===== src/rtl/fetch_unit.sv =====
// Instruction fetch stage: drives the PC select, runs the req/ack handshake with
// instruction memory and buffers fetched words with their addresses for decode.
module fetch_unit #(
   parameter int unsigned DEPTH = 2
) (
   input  logic        clk,
   input  logic        rst,
   input  logic [31:0] pc,
   output logic [1:0]  pc_ps,
   output logic        mem_req,
   output logic [31:0] mem_addr,
   input  logic        mem_ack,
   input  logic [31:0] mem_rdata,
   output logic [31:0] ir,
   output logic [31:0] ir_pc,
   output logic        ir_valid,
   input  logic        ir_ready,
   input  logic        redirect,
   input  logic [1:0]  redirect_ps
);

   localparam int unsigned PTR_W = $clog2(DEPTH);
   localparam int unsigned CNT_W = $clog2(DEPTH + 1);

   localparam logic [2:0] ST_IDLE  = 3'd0;
   localparam logic [2:0] ST_REQ   = 3'd1;
   localparam logic [2:0] ST_STALL = 3'd2;
   localparam logic [2:0] ST_DRAIN = 3'd3;
   localparam logic [2:0] ST_REDIR = 3'd4;

   localparam logic [1:0] PS_HOLD = 2'b00;
   localparam logic [1:0] PS_INC  = 2'b01;

   logic [2:0]       state, state_nxt;
   logic [31:0]      fetch_addr, fetch_addr_nxt;
   logic [CNT_W-1:0] count, count_push;
   logic [PTR_W-1:0] head, tail;
   logic [31:0]      buf_data [DEPTH];
   logic [31:0]      buf_addr [DEPTH];
   logic             push, pop, flush;
   logic [1:0]       ps;

   // Next-state, fetch address, buffer control and PC select
   always_comb begin
      state_nxt      = state;
      fetch_addr_nxt = fetch_addr;
      push           = 1'b0;
      flush          = 1'b0;
      ps             = PS_HOLD;
      pop            = (count != '0) && ir_ready && !redirect;
      count_push     = count + CNT_W'(1) - CNT_W'(pop);

      if (redirect) begin
         ps    = redirect_ps;
         flush = 1'b1;
         // An unacked request must complete before the target can be fetched
         case (state)
            ST_REQ, ST_DRAIN: state_nxt = mem_ack ? ST_REDIR : ST_DRAIN;
            default:          state_nxt = ST_REDIR;
         endcase
      end else begin
         case (state)
            ST_IDLE: begin
               fetch_addr_nxt = pc;
               state_nxt      = ST_REQ;
            end
            ST_REQ: begin
               if (mem_ack) begin
                  push           = 1'b1;
                  ps             = PS_INC;
                  fetch_addr_nxt = fetch_addr + 32'd1;
                  state_nxt      = (count_push < CNT_W'(DEPTH)) ? ST_REQ : ST_STALL;
               end
            end
            ST_STALL: begin
               if (pop) state_nxt = ST_REQ;
            end
            ST_DRAIN: begin
               if (mem_ack) begin
                  fetch_addr_nxt = pc;
                  state_nxt      = ST_REQ;
               end
            end
            ST_REDIR: begin
               fetch_addr_nxt = pc;
               state_nxt      = ST_REQ;
            end
            default: state_nxt = ST_IDLE;
         endcase
      end
   end

   always_ff @(posedge clk) begin
      if (!rst) begin
         state      <= ST_IDLE;
         fetch_addr <= '0;
         mem_req    <= 1'b0;
         count      <= '0;
         head       <= '0;
         tail       <= '0;
      end else begin
         state      <= state_nxt;
         fetch_addr <= fetch_addr_nxt;
         mem_req    <= (state_nxt == ST_REQ) || (state_nxt == ST_DRAIN);
         if (flush) begin
            count <= '0;
            head  <= '0;
            tail  <= '0;
         end else begin
            if (push && !pop)      count <= count + CNT_W'(1);
            else if (!push && pop) count <= count - CNT_W'(1);
            if (push) tail <= tail + PTR_W'(1);
            if (pop)  head <= head + PTR_W'(1);
         end
      end
   end

   // Buffer storage needs no reset; validity is tracked by count
   always_ff @(posedge clk) begin
      if (push) begin
         buf_data[tail] <= mem_rdata;
         buf_addr[tail] <= fetch_addr;
      end
   end

   assign mem_addr = fetch_addr;
   assign ir_valid = (count != '0);
   assign ir       = ir_valid ? buf_data[head] : '0;
   assign ir_pc    = ir_valid ? buf_addr[head] : '0;
   assign pc_ps    = rst ? ps : PS_HOLD;

endmodule


===== config.mk =====
export PLATFORM = sky130hd
export DESIGN_NAME = fetch_unit
export DESIGN_NICKNAME = d
export VERILOG_FILES = /design/src/rtl/fetch_unit.sv
export SDC_FILE = /design/constraint.sdc
export NUM_CORES = 1
export LEC_CHECK = 0
export CAP_MARGIN = 10
export CORE_MARGIN = 10
export CORE_UTILIZATION = 35
export CTS_CLUSTER_SIZE = 8
export DETAILED_ROUTE_END_ITERATION = 8
export GPL_ROUTABILITY_DRIVEN = 0
export PLACE_DENSITY = 0.73
export SLEW_MARGIN = 20
export SYNTH_ARGS = -nofsm -noshare
export SYNTH_HDL_FRONTEND = slang
export SYNTH_SLANG_ARGS = --single-unit
export TNS_END_PERCENT = 1

===== constraint.sdc =====
create_clock -name clk -period 4.39 [get_ports clk]
set_input_delay 0.878 -clock clk [delete_from_list [all_inputs] [get_ports clk]]
set_output_delay 0.878 -clock clk [all_outputs]
set_load 0.05 [all_outputs]

==> impl_results.md, run 1 <==
* FP Rows at 52
* Routed WL per cell at approximately 19 µm
* Commonest cells post-synth: edfxtp_1 (128), nor2_1 (89), mux2i_1 (64)
* Synth area leaders: edfxtp_1 (53%), dfxtp_1 (11%), mux2i_1 (8.8%)
* CP Max Fanout at 33
* # hold bufs at CTS at 0
* DR iter-0 viols at 420
* Crit end category: output port
* Final hold vios at 0
* Share of cells above drive strength 1 at 0.0754
* Top cell type's share of synthesized area at 0.525
* Setup Fix Bufs, Post-CTS at 0
* Clk buf depth at 2
* Met2 Usage GRT at 0.225
* Post-route minimum period at 3510 ps
* Via density at 5.16
* Worst Tran Pin Value at 962 ps
* Slowest stage delay, CP at 850 ps
* Via Count at ~5400
* FILL cells at 1835
* Final Max Slew Viols at 0
* DRC at 0
* Startpoint Class: flip-flop
* Cell taking the most area after synthesis: edfxtp_1
* RSZ-0062 raised after global routing: no
* Count of final setup violators at 0
* Status: finished clean
* Crit path kind: flip-flop to output port
* H-tree levels at 4
* Yosys Warn Count at 0
* Sequential fraction of the synthesis area at 0.638
* Netlist cell types at 56
* Critical Path, Cell by Cell: buf_12 -> mux2i_1 -> nor2_1 -> clkdlybuf4s50_1
* Final core utilization at 0.485
* Core area at about 20000 µm²
* Most used routing layer: met2
* CTS resizes at 0
* CTS Sinks at approximately 170
* Die W at between 150 and 200 µm
* Power Density at between 300 and 400 nW/µm²
* Total gr overflow at 0
* GRT Overall Usage at 0.140
* Synthesized Nets at 679
* Slew headroom at 0.359
* Vias in the first global route at 5065
* Setup TNS Final at 0 ps
* DRT Pass-1 Iters at 5
* CTS tree: yes
* Max Freq at between 200 and 300 MHz
* Worst-Skew Late Latency at approximately 420 ps
* Post-Route Skew at about 16 ps
* Syn avg cell area at roughly 12 µm²
* Design area at 9900 µm²
* Met1 Use GR at 0.180
* Global-route wire length before repair at 29.3 mm
* Post-Route WL at between 15 and 20 mm
* Pin count of the biggest net entering global routing at 65
* Synth Instances at between 600 and 700
* Synth Flop Type: edfxtp_1
* Max cap viols at 0
* Most common cell in the netlist: edfxtp_1
* Footprint of the multi-input gates at 2490 µm²
* Number of flops mapped to enable cells by yosys at ~130
* Overall power at 3730 µW
* Port buffer count at 170
* Grt met3 use at 0.0408
* Slowest stage cell, crit path: clkdlybuf4s50_1
* Max VDD drop at 250 µV
* Die area at around 27000 µm²
* Crit share post-route at 0.799
* Min-Delay Path Class: flip-flop to flip-flop
* Post-synthesis register bit count at 169
* I/O pin count at 171
* Reg area at 4670 µm²
* Detailed placer's ending HPWL at 13.6 mm
* Reg clk slew, reported paths at 70 ps
* Die height at 165 µm
* Pleak at 0.00315 µW
* Arr. time, crit path at 2630 ps
* Async set-or-reset flop fraction in the synthesized netlist at 0
* Antenna-violating nets left at 0
* Root cell of the clock tree: clkbuf_16
* Final nets at 844
* Initial antenna violation count at 1
* Area after DPL at 9340 µm²
* Synthesized area at between 7000 and 8000 µm²
* CP required at 3510 ps
* Area delta synth->final at 35.4%
* Starting Density at 0.358
* Num CTS Buffers at 17
## final timing paths
path	from	end	slack, ps	cells past startpoint
max	flip-flop	ir_pc[12]	880	4
min	count[1]	count[1]	510	2
max reg2reg	state[0]	buf_addr[0][28]	2030	4
min reg2reg	count[1]	count[1]	510	2
## cell type report
class,count,area share
sequential,169,0.471
multi-input combinational,393,0.251
timing repair buffer,178,0.183
clock buffer,19,0.0437
tap,270,0.0341
clock inverter,13,0.0123
inverter,11,0.00417
antenna,2,0.000505
## state kept, by name, summed over array words and instances, names as in the netlist, named ones only
| name | cells |
|---|---|
| buf_addr | 64 |
| buf_data | 64 |
| count | 2 |
| head | 1 |
| mem_addr | 32 |
| mem_req | 1 |
| state | 3 |
| tail | 1 |
## layer usage
layer / up-vias / wire length [µm]
met1: 2600 / 8470
met3: 20 / 1620
li1: 2608 / -
met2: 216 / 9420
met5: - / 0
met4: 0 / 266
## worst max-delay path, delay by kind of cell (launching register included)
kind | cells | cell delay (ps)
buffers and inverters | 2 | 1180
DFF | 1 | 770
muxes | 1 | 120
and+or+nand+nor | 1 | 100
## where the power goes
group          total [µW]  internal, µW  switching (µW)
combinational         478           185             293
sequential           1840          1770            70.4
clock                1410           786             625
total                3730          2740             988
## per-stage QoR
step / hold slack, ps / std cells / worst slack (ps)
4_1_cts: 505 / 1053 / 839
3_3_place_gp: 477 / 1021 / 1010
3_5_place_dp: 490 / 1021 / 1000
6_report: 506 / 1055 / 884
2_1_floorplan: 459 / 605 / 975
5_1_grt: 521 / 1054 / 757
## cells in the final DEF (no fill, tap or decap), drive strengths merged, types with 4 or more instances in the layout
cell and count:
clkdlybuf4s50 169, edfxtp 128, nor2 89, mux2i 64, dfxtp 41, nand2 36
nand3 29, a21oi 25, o21ai 20, clkbuf 19, nor3 18, inv 13
nand4 11, o211ai 9, buf 9, a22oi 8, and3 8, a31oi 8
o22ai 5, a21o 5, or3 5, clkinvlp 5, nor4 5, clkinv 5
xor2 4, o31a 4, or4 4
## cells by family (layout without fill, tap and decap cells)
logic type / count (synthesis) / after routing / share of synthesized area
xor gates and xnor gates: 6 / 6 / 0.00718
muxes: 65 / 65 / 0.0891
AOI/OAI and AO/OA: 99 / 99 / 0.0867
DFF: 169 / 169 / 0.638
adders and majority gates: 3 / 3 / 0.00513
other: 0 / 2 / 0
and+or+nand+nor: 220 / 220 / 0.149
buffers and inverters: 43 / 221 / 0.0253
No activity file was read; power rests on OpenSTA's default activity.
==> run 2, diff against run 1 <==
--- a/config.mk
+++ b/config.mk
@@ -11,7 +11,7 @@
 export CTS_CLUSTER_SIZE = 8
 export DETAILED_ROUTE_END_ITERATION = 8
 export GPL_ROUTABILITY_DRIVEN = 0
-export PLACE_DENSITY = 0.73
+export PLACE_DENSITY = 0.7
 export SLEW_MARGIN = 20
 export SYNTH_ARGS = -nofsm -noshare
 export SYNTH_HDL_FRONTEND = slang
==> constraint.sdc (replaced) <==
create_clock -name clk -period 3.3 [get_ports clk]
set_input_delay 0.66 -clock clk [delete_from_list [all_inputs] [get_ports clk]]
set_output_delay 0.66 -clock clk [all_outputs]
set_load 0.05 [all_outputs]
==> impl_results.md, run 2 (synthesized netlist as in run 1, its figures left out) <==
* Via Count at 5431 (was 5444)
* Die area at 27100 µm² (unchanged)
* Post-Route Skew at 11.1 ps (was 15.9 ps)
* Arr. time, crit path at 2430 ps (was 2630 ps)
* Via density at 5.12 (was 5.16)
* Place WS at 597 ps (was 1000 ps)
* Final core utilization at 0.491 (was 0.485)
* Starting Density at 0.358 (unchanged)
* Worst Tran Pin Value at 700 ps (was 962 ps)
* Max VDD drop at 367 µV (was 250 µV)
* Psw at 1280 µW (was 988 µW)
* Final hold slack at 515 ps (was 506 ps)
* Die height at 165 µm (unchanged)
* Count of final setup violators at 0 (unchanged)
* DRT Pass-1 Iters at 4 (was 5)
* RSZ-0062 raised after global routing: no (unchanged)
* Area delta synth->final at 37.0% (was 35.4%)
* DR iter-0 viols at 414 (was 420)
* # diodes at 0 (was 2)
* Num CTS Buffers at 17 (unchanged)
* GRT Overall Usage at 0.141 (was 0.140)
* Pint at 3750 µW (was 2740 µW)
* Slowest stage cell, crit path: clkdlybuf4s50_1 (unchanged)
* Reg2Reg Setup Slack at 920 ps (was 2030 ps)
* I/O pin count at 171 (unchanged)
* Total gr overflow at 0 (unchanged)
* Combinational power share at 0.128 (about the same)
* Post-route minimum period at slightly above 3000 ps
* CP Max Fanout at 32 (was 33)
* Setup TNS Final at 0 ps (unchanged)
* Status: finished clean (unchanged)
* Most frequent cells in the layout: clkdlybuf4s50_1 (168), edfxtp_1 (128), nor2_1 (88) (was clkdlybuf4s50_1 (169), edfxtp_1 (128), nor2_1 (88))
* Routed WL per cell at 18.6 µm (was 18.7 µm)
* DRC at 0 (unchanged)
* Crit share post-route at 0.935
* Sw Share at 0.255 (was 0.265)
* Root cell of the clock tree: clkbuf_16 (unchanged)
* Reg clk slew, reported paths at 60 ps (was 70 ps)
* FP Rows at 52 (unchanged)
* Detailed placer's ending HPWL at 14.2 mm (was 13.6 mm)
* Final worst slack at 214 ps (was 884 ps)
* Final nets at 852 (was 844)
* Die W at 165 µm (unchanged)
* Max Freq at 324 MHz
* Antenna-violating nets left at 0 (unchanged)
* Final hold vios at 0 (unchanged)
* Setup Fix Bufs, Post-CTS at 0 (unchanged)
* Max cap viols at 0 (unchanged)
* H-tree levels at 4 (unchanged)
* Post-Route WL at 19.8 mm (about the same)
* Pin count of the biggest net entering global routing at 65 (unchanged)
* Min-Delay Path Class: flip-flop to flip-flop (unchanged)
* Power Density at 502 nW/µm² (was 376 nW/µm²)
* Share of cells above drive strength 1 at 0.0834 (was 0.0754)
* Most common cell after layout, fill and taps aside: clkdlybuf4s50_1 (unchanged)
* Slowest stage delay, CP at 830 ps (was 850 ps)
* CP required at 2640 ps (was 3510 ps)
* Worst-Skew Late Latency at 420 ps (about the same)
* Clk buf depth at 2 (unchanged)
* Crit end category: output port (unchanged)
* Vias in the first global route at 5174 (was 5065)
* Startpoint Class: flip-flop (unchanged)
* Initial antenna violation count at 0 (was 1)
* CTS resizes at 0 (unchanged)
* Core area at 20400 µm² (unchanged)
* Critical Path, Cell by Cell: inv_1 -> ha_2 -> buf_12 -> nor2_1 -> clkdlybuf4s50_1 (was buf_12 -> mux2i_1 -> nor2_1 -> clkdlybuf4s50_1)
* Pleak at 0.00322 µW (was 0.00315 µW)
* Crit path kind: flip-flop to output port (unchanged)
* Clock network fraction of design power at 0.385 (was 0.378)
* Final Max Slew Viols at 0 (unchanged)
* Slew headroom at 0.531 (was 0.359)
* Part of the power in registers at 0.487 (was 0.493)
* CTS Sinks at 169 (unchanged)
* Global-route wire length before repair at 29.7 mm (was 29.3 mm)
* # hold bufs at CTS at 0 (unchanged)
* Port buffer count at 170 (unchanged)
* CTS tree: yes (unchanged)
==> run 2: cell types whose count changed in the layout (fill, tap and decap cells not counted), sizes merged <==
cell           change
bufinv             +1
diode              -2
inv                -1
clkbuf             +3
clkinvlp           -3
buf                +9
clkdlybuf4s50      -1
==> run 2: area by class of cell <==
cell class	instances	area [µm²]
clock buffers	22	454
repair buffers	186	1920
well taps	270	338
clock inverters	10	120
multi-input cells	393	2490
fillers	1829	10400
inverters	11	41.3
flip-flops and latches	169	4670
==> run 2: metal layers <==
metal / vias to the layer above / part of all wire / GRT usage
li1: 2623 / - / -
met1: 2611 / 0.43 / 0.180
met2: 181 / 0.48 / 0.229
met3: 16 / 0.076 / 0.0416
met4: 0 / 0.011 / 0.0411
met5: - / 0 / 0
==> run 2: power by group through the flow <==
stage	combinational (µW)	clock (µW)	sequential (µW)
global route	682	2070	2460
finish	642	1940	2450
floorplan	253	0	2590
CTS	648	1970	2450
detailed placement	646	0	2500
global placement	640	0	2490
==> run 2: final timing paths <==
kind | endpoint | cells past startpoint | startpoint
setup / recovery | ir[12] | 5 | count[0]
setup reg to reg | mem_addr[23] | 5 | mem_addr[0]
hold reg to reg | count[1] | 2 | count[1]
hold / removal | count[1] | 2 | count[1]
==> run 2: critical path: cells and delay by family (launching register included) <==
kind                       cells  cell delay [ps]
buffers and inverters          3             1130
DFF                            1              370
adders and majority gates      1              340
and+or+nand+nor                1              160
==> run 2: per-stage QoR <==
step / instances / power, µW / area, µm²
after global routing: 1061 / 5210 / 10000
after floorplan: 605 / 2840 / 7320
after detailed placement: 1029 / 3140 / 9450
after global placement: 1029 / 3130 / 9450
after CTS: 1061 / 5070 / 10000
final: 1061 / 5030 / 10000
==> run 3, diff against run 2 <==
--- a/config.mk
+++ b/config.mk
@@ -7,11 +7,11 @@
 export LEC_CHECK = 0
 export CAP_MARGIN = 10
 export CORE_MARGIN = 10
-export CORE_UTILIZATION = 35
+export CORE_UTILIZATION = 45
 export CTS_CLUSTER_SIZE = 8
 export DETAILED_ROUTE_END_ITERATION = 8
 export GPL_ROUTABILITY_DRIVEN = 0
-export PLACE_DENSITY = 0.7
+export PLACE_DENSITY = 0.84
 export SLEW_MARGIN = 20
 export SYNTH_ARGS = -nofsm -noshare
 export SYNTH_HDL_FRONTEND = slang
==> impl_results.md, run 3 (synthesized netlist as in run 1, its figures left out) <==
* Most frequent cells in the layout: clkdlybuf4s50_1 (168), edfxtp_1 (128), nor2_1 (88) (unchanged)
* FP Rows at 46 (was 52)
* Total gr overflow at 0 (unchanged)
* GRT Overall Usage at 0.176 (was 0.141)
* Crit path kind: flip-flop to output port (unchanged)
* Final hold vios at 0 (unchanged)
* # diodes at 0 (unchanged)
* Detailed placer's ending HPWL at 13.6 mm (was 14.2 mm)
* Crit Reg-Reg Endpoint: mem_addr[28] (was mem_addr[23])
* Via Count at 5568 (was 5431)
* FILL cells at 1258 (was 1829)
* Psw at 1270 µW (was 1280 µW)
* Slew headroom at 0.405 (was 0.531)
* Crit share post-route at 0.946 (was 0.935)
* RSZ-0062 raised after global routing: no (unchanged)
* Startpoint Class: flip-flop (unchanged)
* Cells after DPL at 973 (was 1029)
* CP required at 2640 ps (about the same)
* Port buffer count at 170 (unchanged)
* Part of the power in registers at 0.476 (was 0.487)
* Worst reg2reg path depth at 6 (was 5)
* Setup TNS Final at 0 ps (unchanged)
* Worst Tran Pin Value at 890 ps (was 700 ps)
* Count of final setup violators at 0 (unchanged)
* Final nets at 850 (was 852)
* Min-Delay Path Class: flip-flop to flip-flop (unchanged)
* Num CTS Buffers at 17 (unchanged)
* Clk buf depth at 2 (unchanged)
* H-tree levels at 4 (unchanged)
* Fin cells at 1005 (was 1061)
* Final Max Slew Viols at 0 (unchanged)
* Hold path endpoint: count[1] (unchanged)
* Reg2Reg Setup Slack at 970 ps (was 920 ps)
* Root cell of the clock tree: clkbuf_16 (unchanged)
* Vias in the first global route at 5408 (was 5174)
* Combinational power share at 0.125 (was 0.128)
* # hold bufs at CTS at 0 (unchanged)
* Pint at 3860 µW (was 3750 µW)
* Core area at 15900 µm² (was 20400 µm²)
* CP Max Fanout at 38 (was 32)
* Worst-Skew Late Latency at 420 ps (about the same)
* CTS Sinks at 169 (unchanged)
* DRC at 0 (unchanged)
* Global-route wire length before repair at 30.1 mm (was 29.7 mm)
* CTS resizes at 0 (unchanged)
* Die W at 148 µm (was 165 µm)
* Antenna-violating nets left at 0 (unchanged)
* Worst hold path depth at 2 (unchanged)
* Starting Density at 0.461 (was 0.358)
* Max Freq at 320 MHz (was 324 MHz)
* Pleak at 0.00323 µW (was 0.00322 µW)
* Reg2reg start: mem_addr[0] (unchanged)
* Arr. time, crit path at 2460 ps (was 2430 ps)
* Post-route minimum period at 3120 ps (was 3090 ps)
* Most common cell after layout, fill and taps aside: clkdlybuf4s50_1 (unchanged)
* Status: finished clean (unchanged)
* Routed WL per cell at 19.2 µm (was 18.6 µm)
* Via density at 5.54 (was 5.12)
* Power Density at 516 nW/µm² (was 502 nW/µm²)
* Share of cells above drive strength 1 at 0.0798 (was 0.0834)
* Max cap viols at 0 (unchanged)
* Reg clk slew, reported paths at 60 ps (about the same)
* Die area at 21800 µm² (was 27100 µm²)
* Setup Fix Bufs, Post-CTS at 0 (unchanged)
* DR iter-0 viols at 391 (was 414)
* Die height at 148 µm (was 165 µm)
* Post-Route WL at 19.3 mm (was 19.8 mm)
* I/O pin count at 171 (unchanged)
* Crit end category: output port (unchanged)
* Pin count of the biggest net entering global routing at 65 (unchanged)
* Initial antenna violation count at 0 (unchanged)
* Area delta synth->final at 36.1% (was 37.0%)
* Post-Route Skew at 6.75 ps (was 11.1 ps)
* DRT Pass-1 Iters at 6 (was 4)
* Max VDD drop at 383 µV (was 367 µV)
* Clock network fraction of design power at 0.399 (was 0.385)
* Sw Share at 0.248 (was 0.255)
* Hold_sp: count[1] (unchanged)
* CTS tree: yes (unchanged)
[run 3: changes by cell type in the layout (fill, tap and decap cells not counted)]
| cell | previous run | this run |
|---|---|---|
| clkinv_1 | 1 | 4 |
| clkbuf_8 | 1 | 0 |
| bufinv_16 | 2 | 4 |
| inv_6 | 2 | 1 |
| clkinv_4 | 2 | 3 |
| clkbuf_1 | 4 | 2 |
| buf_12 | 8 | 6 |
| clkinvlp_4 | 2 | 0 |
[run 3: worst max-delay path: stages, from the launching register on]
cell and delay [ps]:
dfxtp_1 360, inv_1 60, ha_2 370, buf_12 250, nor2_1 150, clkdlybuf4s50_1 830
[run 3: power by group through the flow]
stage / sequential, µW / combinational [µW] / clock [µW]
3_5_place_dp: 2490 / 643 / 0
2_1_floorplan: 2590 / 253 / 0
4_1_cts: 2440 / 645 / 2080
6_report: 2450 / 643 / 2050
5_1_grt: 2460 / 684 / 2170
3_3_place_gp: 2490 / 633 / 0
[run 3: worst max path at each step]
stage / start / to / slack [ps]
after detailed placement: redirect / mem_addr[28] / 520
after CTS: count[0] / ir[7] / 160
final: count[0] / ir[7] / 180
after global routing: count[0] / ir[4] / 50
after floorplan: redirect / buf_addr[0][0] / 100
after global placement: mem_ack / buf_data[0][28] / 590
[run 3: per-layer routing]
layer	global-route usage	wire, µm	share of wire
met1	0.215	7680	0.40
met4	0.0674	494	0.026
met3	0.0507	1610	0.083
met5	0	0	0
met2	0.288	9530	0.49
[run 3: metrics by stage]
stage               worst slack [ps]  area [µm²]  power [µW]   util  hold slack [ps]
finish                           179        9950        5140  0.627              503
global route                    47.2        9950        5310  0.627              538
CTS                              164        9950        5160  0.627              507
detailed placement               518        9340        3130  0.588              490
global placement                 592        9340        3120  0.588              483
floorplan                        103        7320        2840      -              459
[run 3: final cells by class]
type	count	area [µm²]	share of cell area
Tap cell	216	270	0.0272
Timing Repair Buffer	184	1880	0.189
Multi-Input combinational cell	393	2490	0.250
Clock buffer	19	433	0.0435
Clock inverter	13	176	0.0177
Sequential cell	169	4670	0.469
Inverter	11	41.3	0.00415
==> RTL edit: new RTL, settings of run 2 <==
Make the reset (`rst`) asynchronous in one clocked block.
--- a/src/rtl/fetch_unit.sv
+++ b/src/rtl/fetch_unit.sv
@@ -90,7 +90,7 @@
       end
    end
 
-   always_ff @(posedge clk) begin
+   always_ff @(posedge clk or negedge rst) begin
       if (!rst) begin
          state      <= ST_IDLE;
          fetch_addr <= '0;
Function: differs if rst is asserted again (counterexample within 4 cycles, from zero or initial values and one cycle with rst low); with rst held inactive, the same outputs for 4 cycles.
==> RTL edit against run 2 <==
Wire length down 0.80%. Via count down 3.8%. Non-clock buffer count did not move. Area after synthesis up 0.31%. Sequential share of layout area is 1.7 points higher. Maximum frequency down 0.75%. Synthesized cell count fell by 6.1%. Critical endpoint is now ir_pc[15]. Worst setup slack got worse by 23 ps. Final area is 0.20% higher. Sequential cell count down 1. Largest cell class unchanged.
Power is not compared: it rests on default switching activity, and its combinational part moved more than twofold at a synthesized area within 25%.
==> RTL edit: results (changes against run 2) <==
Run status
  • Status: completed (unchanged)

Placement
  • Final HPWL DP: 13400 µm (was 14200 µm)
  • Place WS: 497 ps (was 597 ps)

Routing
  • Drt first pass iters: 5 (was 4)
  • Initial DRC count: 432 (was 414)
  • Vias: 5227 (was 5431)

Global routing
  • GRT Total Usage: 0.139 (was 0.141)
  • First-pass GRT wire length: 29000 µm (was 29700 µm)
  • Vias in the first global route: 4944 (was 5174)

Synth
  • Asr flop ratio synth: 0.238 (was 0)
  • Register area share after synthesis: 0.660 (was 0.638)
  • Commonest cells post-synth: edfxtp_1 (128), nor2_1 (91), mux2i_1 (65) (was edfxtp_1 (128), nor2_1 (89), mux2i_1 (64))
  • Syn nets: 641 (was 679)
  • Post-synthesis compound-gate area fraction: 0.0905 (was 0.0867)
  • Synth Area in XOR/XNOR: 0.00597 (was 0.00718)
  • Post-synthesis mux area share: 0.0887 (was 0.0891)
  • Post-synthesis adder-cell area fraction: 0.00341 (was 0.00513)
  • Largest cells by area after synthesis: edfxtp_1 (52%), dfrtp_1 (14%), mux2i_1 (8.9%), nor2_1 (4.7%), a21oi_1 (1.8%) (was edfxtp_1 (53%), dfxtp_1 (11%), mux2i_1 (8.8%), nor2_1 (4.6%), nand3_1 (1.9%))
  • Yosys cell types: 61 (was 56)

Final layout
  • Share of cells above drive strength 1: 0.0957 (was 0.0834)
  • # fillers: 1860 (was 1829)

Timing
  • Clock Skew: 8.05 ps (was 11.1 ps)
  • Worst-Margin Slew: 582 ps (was 700 ps)

Pwr
  • Leak: 3.42 nW

Critical path
  • CP max FO: 30 (was 32)
  • CP peak stage delay: 810 ps (was 830 ps)
  • Arrival time at the worst endpoint: 2450 ps (was 2430 ps)
  • Reg2reg path depth: 7 (was 5)

Hold path
  • Worst min-delay path class: input pin to async pin (was flip-flop to flip-flop)
## RTL edit: worst paths after layout
check | slack [ps] | from | to
setup / recovery | 190 | head$_DFFE_PN0P_ | ir_pc[15]
hold / removal | 40 | rst | count[1]$_DFFE_PN0P_
setup reg to reg | 1070 | mem_addr[0]$_DFFE_PN0P_ | mem_addr[24]$_DFFE_PN0P_
hold reg to reg | 540 | state[2]$_DFF_PN0_ | state[1]$_DFF_PN0_
max in group asynchronous | 2470 | rst | head$_DFFE_PN0P_
min in group clk | 540 | state[2]$_DFF_PN0_ | state[1]$_DFF_PN0_
## RTL edit: what timing repair did
| item | 4_1_cts | 5_1_grt |
|---|---|---|
| gates resized for setup | 0 | 1 |
| buffers inserted | 0 | 1 |
| setup endpoints to repair | 0 | 45 |
| endpoints found under the hold margin | 0 | 0 |
## RTL edit: kinds of logic after synthesis
logic type / count (synthesis)
muxes: 65
xor gates and xnor gates: 5
AOI/OAI and AO/OA: 97
and+or+nand+nor: 192
DFF: 168
adders and majority gates: 2
buffers and inverters: 39
## RTL edit: through the flow
stage	area (µm²)	instances
6_report	10000	1023
5_1_grt	10000	1022
4_1_cts	10000	1021
3_5_place_dp	9410	989
3_3_place_gp	9410	989
2_1_floorplan	7350	568
## RTL edit: final cells by class
cell class                      count  area (µm²)  share of cell area
Tap cell                          270         338              0.0336
Inverter                            5        18.8             0.00187
Clock inverter                     13         169              0.0168
Antenna cell                        1        2.50            0.000249
Multi-Input combinational cell    361        2340               0.233
Timing Repair Buffer              186        1890               0.188
Sequential cell                   168        4850               0.483
Clock buffer                       19         433              0.0431
## RTL edit: metal layers
metal  wire length, µm  vias up  GRT usage
li1                  -     2477          -
met1              8450     2556      0.178
met2              9640      179      0.226
met3              1390       15     0.0451
met4               133        0     0.0326
met5                 0        -          0
